File: src/rtl/instr_loader_pkg.sv
// Shared types and constants for the byte-serial instruction memory loader.
// The CKSUM state only exists when INSTR_LOADER_CHECKSUM_EN is defined.
package instr_loader_pkg;

   localparam int HDR_BYTES      = 2;
   localparam int BYTES_PER_WORD = 4;

   typedef enum logic [2:0] {
      ST_IDLE,
      ST_LEN0,
      ST_LEN1,
      ST_DATA,
`ifdef INSTR_LOADER_CHECKSUM_EN
      ST_CKSUM,
`endif
      ST_DONE,
      ST_ERR
   } state_t;

   // Where a load goes once the payload is complete (or empty).
`ifdef INSTR_LOADER_CHECKSUM_EN
   localparam state_t ST_AFTER_DATA = ST_CKSUM;
`else
   localparam state_t ST_AFTER_DATA = ST_DONE;
`endif

   function automatic logic accepting(input state_t s);
      logic r;
      r = 1'b0;
      case (s)
         ST_LEN0, ST_LEN1, ST_DATA: r = 1'b1;
`ifdef INSTR_LOADER_CHECKSUM_EN
         ST_CKSUM:                  r = 1'b1;
`endif
         default:                   r = 1'b0;
      endcase
      return r;
   endfunction

endpackage

File: src/rtl/instr_mem_loader_word_assembler.sv
// Collects four little-endian bytes into a 32-bit word; word_valid pulses
// combinationally with the fourth byte so the caller can register the write.
module word_assembler
   import instr_loader_pkg::*;
(
   input  logic        clk,
   input  logic        rst,
   input  logic        clear,
   input  logic        byte_valid,
   input  logic [7:0]  byte_in,
   output logic        word_valid,
   output logic [31:0] word
);

   logic [1:0]  cnt;
   logic [23:0] shreg;

   // The top byte never needs storing: it arrives together with word_valid.
   always_ff @(posedge clk) begin
      if (rst || clear) begin
         cnt   <= '0;
         shreg <= '0;
      end else if (byte_valid) begin
         cnt   <= cnt + 2'd1;
         shreg <= {byte_in, shreg[23:8]};
      end
   end

   always_comb begin
      word_valid = byte_valid && (cnt == 2'(BYTES_PER_WORD - 1));
      word       = {byte_in, shreg};
   end

endmodule

File: src/rtl/instr_mem_loader.sv
// Byte-serial program loader: length-prefixed little-endian stream -> one-cycle
// 32-bit word writes; holds the core in reset until a clean load. INSTR_LOADER_CHECKSUM_EN adds an XOR checksum byte.
module instr_mem_loader
   import instr_loader_pkg::*;
#(
   parameter int ADDR_W = 10
) (
   input  logic        clk,
   input  logic        rst,
   input  logic        load_start,
   input  logic        in_valid,
   input  logic [7:0]  in_data,
   output logic        in_ready,
   output logic        mem_we,
   output logic [31:0] mem_addr,
   output logic [31:0] mem_wd,
   output logic        cpu_hold,
   output logic        done,
   output logic        err
);

   // One extra bit so a full-capacity load can count to 2^ADDR_W without wrapping.
   localparam int IDX_W = ADDR_W + 1;

   state_t           state, state_nxt;
   logic [7:0]       len_lo;
   logic [15:0]      len;
   logic [15:0]      hdr_n;
   logic [IDX_W-1:0] idx;
   logic             start, accept, data_acc, too_big, last_word;
   logic             word_valid;
   logic [31:0]      word;

`ifdef INSTR_LOADER_CHECKSUM_EN
   logic [7:0] cksum;

   always_ff @(posedge clk) begin
      if (rst || start)
         cksum <= '0;
      else if (data_acc)
         cksum <= cksum ^ in_data;
   end
`endif

   word_assembler u_asm (
      .clk        (clk),
      .rst        (rst),
      .clear      (start),
      .byte_valid (data_acc),
      .byte_in    (in_data),
      .word_valid (word_valid),
      .word       (word)
   );

   always_ff @(posedge clk) begin
      if (rst)
         state <= ST_IDLE;
      else
         state <= state_nxt;
   end

   always_comb begin
      start     = load_start && (state == ST_IDLE || state == ST_DONE || state == ST_ERR);
      accept    = in_valid && in_ready;
      data_acc  = accept && (state == ST_DATA);
      hdr_n     = {in_data, len_lo};
      too_big   = {17'd0, hdr_n} > (33'd1 << ADDR_W);
      last_word = (32'(idx) + 32'd1) == 32'(len);
      state_nxt = state;
      case (state)
         ST_IDLE, ST_DONE, ST_ERR:
            if (start) state_nxt = ST_LEN0;
         ST_LEN0:
            if (accept) state_nxt = ST_LEN1;
         ST_LEN1:
            if (accept) begin
               if (too_big)
                  state_nxt = ST_ERR;
               else if (hdr_n == 16'd0)
                  state_nxt = ST_AFTER_DATA;
               else
                  state_nxt = ST_DATA;
            end
         ST_DATA:
            if (word_valid && last_word) state_nxt = ST_AFTER_DATA;
`ifdef INSTR_LOADER_CHECKSUM_EN
         ST_CKSUM:
            if (accept) state_nxt = (in_data == cksum) ? ST_DONE : ST_ERR;
`endif
         default:
            state_nxt = ST_IDLE;
      endcase
   end

   // Status outputs are registered from the next state so they move with it.
   always_ff @(posedge clk) begin
      if (rst) begin
         in_ready <= 1'b0;
         done     <= 1'b0;
         err      <= 1'b0;
         cpu_hold <= 1'b1;
      end else begin
         in_ready <= accepting(state_nxt);
         done     <= (state_nxt == ST_DONE);
         err      <= (state_nxt == ST_ERR);
         cpu_hold <= (state_nxt != ST_DONE);
      end
   end

   always_ff @(posedge clk) begin
      if (rst) begin
         len_lo   <= '0;
         len      <= '0;
         idx      <= '0;
         mem_we   <= 1'b0;
         mem_addr <= '0;
         mem_wd   <= '0;
      end else begin
         mem_we <= 1'b0;
         if (start) begin
            len <= '0;
            idx <= '0;
         end
         if (accept && state == ST_LEN0)
            len_lo <= in_data;
         if (accept && state == ST_LEN1)
            len <= hdr_n;
         if (word_valid) begin
            mem_we   <= 1'b1;
            mem_addr <= 32'(idx[ADDR_W-1:0]) << 2;
            mem_wd   <= word;
            idx      <= idx + 1'b1;
         end
      end
   end

endmodule
File: config.mk
export PLATFORM = sky130hd
export DESIGN_NAME = instr_mem_loader
export DESIGN_NICKNAME = d
export VERILOG_FILES = /design/src/rtl/instr_loader_pkg.sv /design/src/rtl/instr_mem_loader_word_assembler.sv /design/src/rtl/instr_mem_loader.sv
export SDC_FILE = /design/constraint.sdc
export NUM_CORES = 1
export LEC_CHECK = 0
export CORE_AREA = 2 2 101 103
export DETAILED_ROUTE_END_ITERATION = 16
export DIE_AREA = 0 0 103 105
export MAX_ROUTING_LAYER = met4
export PLACE_DENSITY = 0.77
export REMOVE_ABC_BUFFERS = 1
export SETUP_SLACK_MARGIN = 0.3
export SYNTH_ARGS = -nofsm -noshare
export SYNTH_HDL_FRONTEND = slang
export SYNTH_SLANG_ARGS = --single-unit
File: constraint.sdc
create_clock -name clk -period 2.4 [get_ports clk]
set_input_delay 0.36 -clock clk [delete_from_list [all_inputs] [get_ports clk]]
set_output_delay 0.36 -clock clk [all_outputs]
set_load 0.05 [all_outputs]
==> flow_metrics.tcl <==
set metrics [dict create \
    worst_pin_slew_ns 0.6450 \
    yosysSeqAreaShare 0.4688 \
    met2WireLength_mm 5.655 \
    clock_path_buffers 2 \
    crit_required_ns 2.67 \
    clk-insertion-delay-late_ns 0.37 \
    dieArea_um2 10820 \
    synth_edf_count 0 \
    worstSetupPathType "input pin to flip-flop" \
    synth_ff_type "dfxtp_1" \
    area_growth_pct 20.43 \
    gp_congestion 0.9327 \
    drt_iter0_drc 236 \
    fmax_mhz 489.7 \
    hold_class "flip-flop to flip-flop" \
    async_flop_share 0 \
    arrival_ns 2.31 \
    synth.avg_cell_area_um2 8.006 \
    hold_path_depth 2 \
    die_y_um 105 \
    clock-sinks 111 \
    fin_skew_ns 0.01532 \
    synth.most_common_cell "nand2_1" \
    hold_slack_ns 0.4581 \
    hpwlAfterDp_mm 7.400 \
    ys_seq_elements 111 \
    postCtsHoldBufs 0 \
    synth_area_leaders "dfxtp_1 (47%), nand2_1 (13%), a21oi_1 (10%), buf_4 (4.3%), nor2_1 (2.6%)" \
    pre_cts_slack_ns -0.06709 \
    route.detailed.drc 0 \
    synth_warnings 0 \
    clk_pin_slew_ns 0.10 \
    rr_endpoint "done" \
    syn_inst 592 \
    vias 4138 \
    power_uw 3198 \
    wl_per_cell_um 13.83 \
    grtUsageTotal 0.2086 \
    end_kind "flip-flop" \
    crit_fanout 4 \
    m1WireLength_mm 4.541 \
    start_util 0.4917 \
    synth_common_cells "nand2_1 (164), dfxtp_1 (111), a21oi_1 (95)" \
    drive_above_1_share 0.1147 \
    outcome "complete, no violations" \
    r2r_setup_slack_ns 0.39 \
    fin_nets 654 \
    cellPowerDensity_nw_per_um2 560.2 \
    critPathLaunch "in_data[4]" \
    crit-reg2reg-launch "idx[0]" \
    holdCritStartpoint "mem_addr[4]" \
    dr_wl_met3_um 459 \
    synth_top_area_frac 0.4688 \
    io_pins 81 \
    fillCellCount 853 \
    setup-violations-final 0 \
    cts_root_buf "clkbuf_8" \
    fin_crit_sh 0.8508 \
    hold_path_end "mem_addr[4]" \
    cellLeakagePower_uw 0.001909 \
    grt_pass1_wl_mm 17.63 \
    firstDrtPassIters 5 \
    numCtsBuffers 9 \
    drv_cap 0 \
    final_critical_path_setup_slack_ns 0.3581 \
    reg2regPathDepth 8 \
    routed_wl_mm 10.76 \
    slew_headroom 0.5700 \
    cts_tree "done" \
    port_buffers 58 \
    yosys.area.top_type "dfxtp_1" \
    cp-start-kind "input pin" \
    core_um2 9639 \
    antenna_found_initial 0 \
    die_x_um 103 \
    grt_start_max_net_pins 51 \
    fin_util 0.5922 \
    period_needed_ns 2.042 \
    postRouteAntennaNets 0 \
    maxSlewViolCount 0 \
    hold_violations 0 \
    via_per_inst 5.319 \
    rows 36 \
    syn_area_um2 4740 \
    rsz0062_at_grt "yes" \
    highest_layer "met4" \
    irDropWorstVdd_mv 0.4208 \
    grt_overflow_total 0 \
    grt_pass1_vias 3783 \
    htreeDepth 3 \
    synth_cell_types 57 \
    diodes 0 \
]
## flip-flops by register name, summed over array words and instances (netlist names), 2 cells and up
signal / flops
idx: 11
len: 16
len_lo: 8
mem_addr: 10
mem_wd: 32
state: 3
u_asm.cnt: 2
u_asm.shreg: 24
## power by group
| part | switching, uW | internal, uW |
|---|---|---|
| Sequential | 12.6 | 1850 |
| Combinational | 182 | 66.4 |
| Clock | 656 | 434 |
## worst max-delay path by stage
stage | to | slack, ns | depth (start not counted)
2_1_floorplan | idx[3] | -0.62 | 4
3_3_place_gp | err | -0.006 | 8
3_5_place_dp | in_ready | -0.07 | 6
4_1_cts | in_ready | 0.30 | 8
5_1_grt | done | 0.29 | 8
6_report | err | 0.36 | 6
## cells in the final DEF (no fill, tap or decap), drive strengths merged, types with 6 or more instances in the layout
master,instances
dfxtp,111
conb,22
nor2,34
nand3,26
nor4,7
nand2,165
o21ai,10
nor3,6
xnor2,8
clkbuf,10
buf,23
mux2i,9
a21oi,96
clkdlybuf4s50,56
## stage by stage
step	setup TNS, ns	cell area [um^2]	instances
6_report	0	5708	778
5_1_grt	0	5708	778
4_1_cts	0	5628	778
3_5_place_dp	-0.1409	5400	762
3_3_place_gp	-0.006313	5400	762
2_1_floorplan	-17.81	4466	549
## critical path, stage by stage
cell,delay (ns)
clkdlybuf4s50_1,0.44
or4_4,0.56
or3_4,0.39
a22oi_2,0.28
a21oi_4,0.10
nor2b_2,0.17
## layer usage
layer / track usage / up-vias
met3: 0.04415 / 10
met4: 0.06391 / 0
met2: 0.3404 / 133
li1: - / 2033
met5: - / -
met1: 0.2569 / 1962
## cells by family (layout without fill, tap and decap cells)
logic type,Yosys count,in the layout,share of synthesized area
AO/OA/AOI/OAI,126,126,0.1539
multiplexers,10,10,0.02138
other,1,22,0.0007912
flip-flops,111,111,0.4688
AND/OR/NAND/NOR,265,265,0.2524
buffers and inverters,65,97,0.07524
XOR/XNOR,12,12,0.02218
adder cells (fa/ha/maj),2,2,0.005279
## what timing repair did
action / CTS / global route
pin swaps: 4 / 8
setup buffers: 0 / 0
endpoints found under the setup margin: 6 / 7
gates resized for setup: 8 / 20
## area by class of cell
| cell class | instances | area (um^2) | share of cell area |
|---|---|---|---|
| timing repair buffer | 80 | 772.0 | 0.1352 |
| clock buffer | 10 | 137.6 | 0.02411 |
| sequential | 111 | 2238 | 0.3922 |
| tap | 133 | 166.4 | 0.02915 |
| clock inverter | 6 | 62.56 | 0.01096 |
| inverter | 1 | 3.754 | 0.0006576 |
| multi-input combinational | 437 | 2327 | 0.4077 |
No activity file was read; power rests on OpenSTA's default activity.
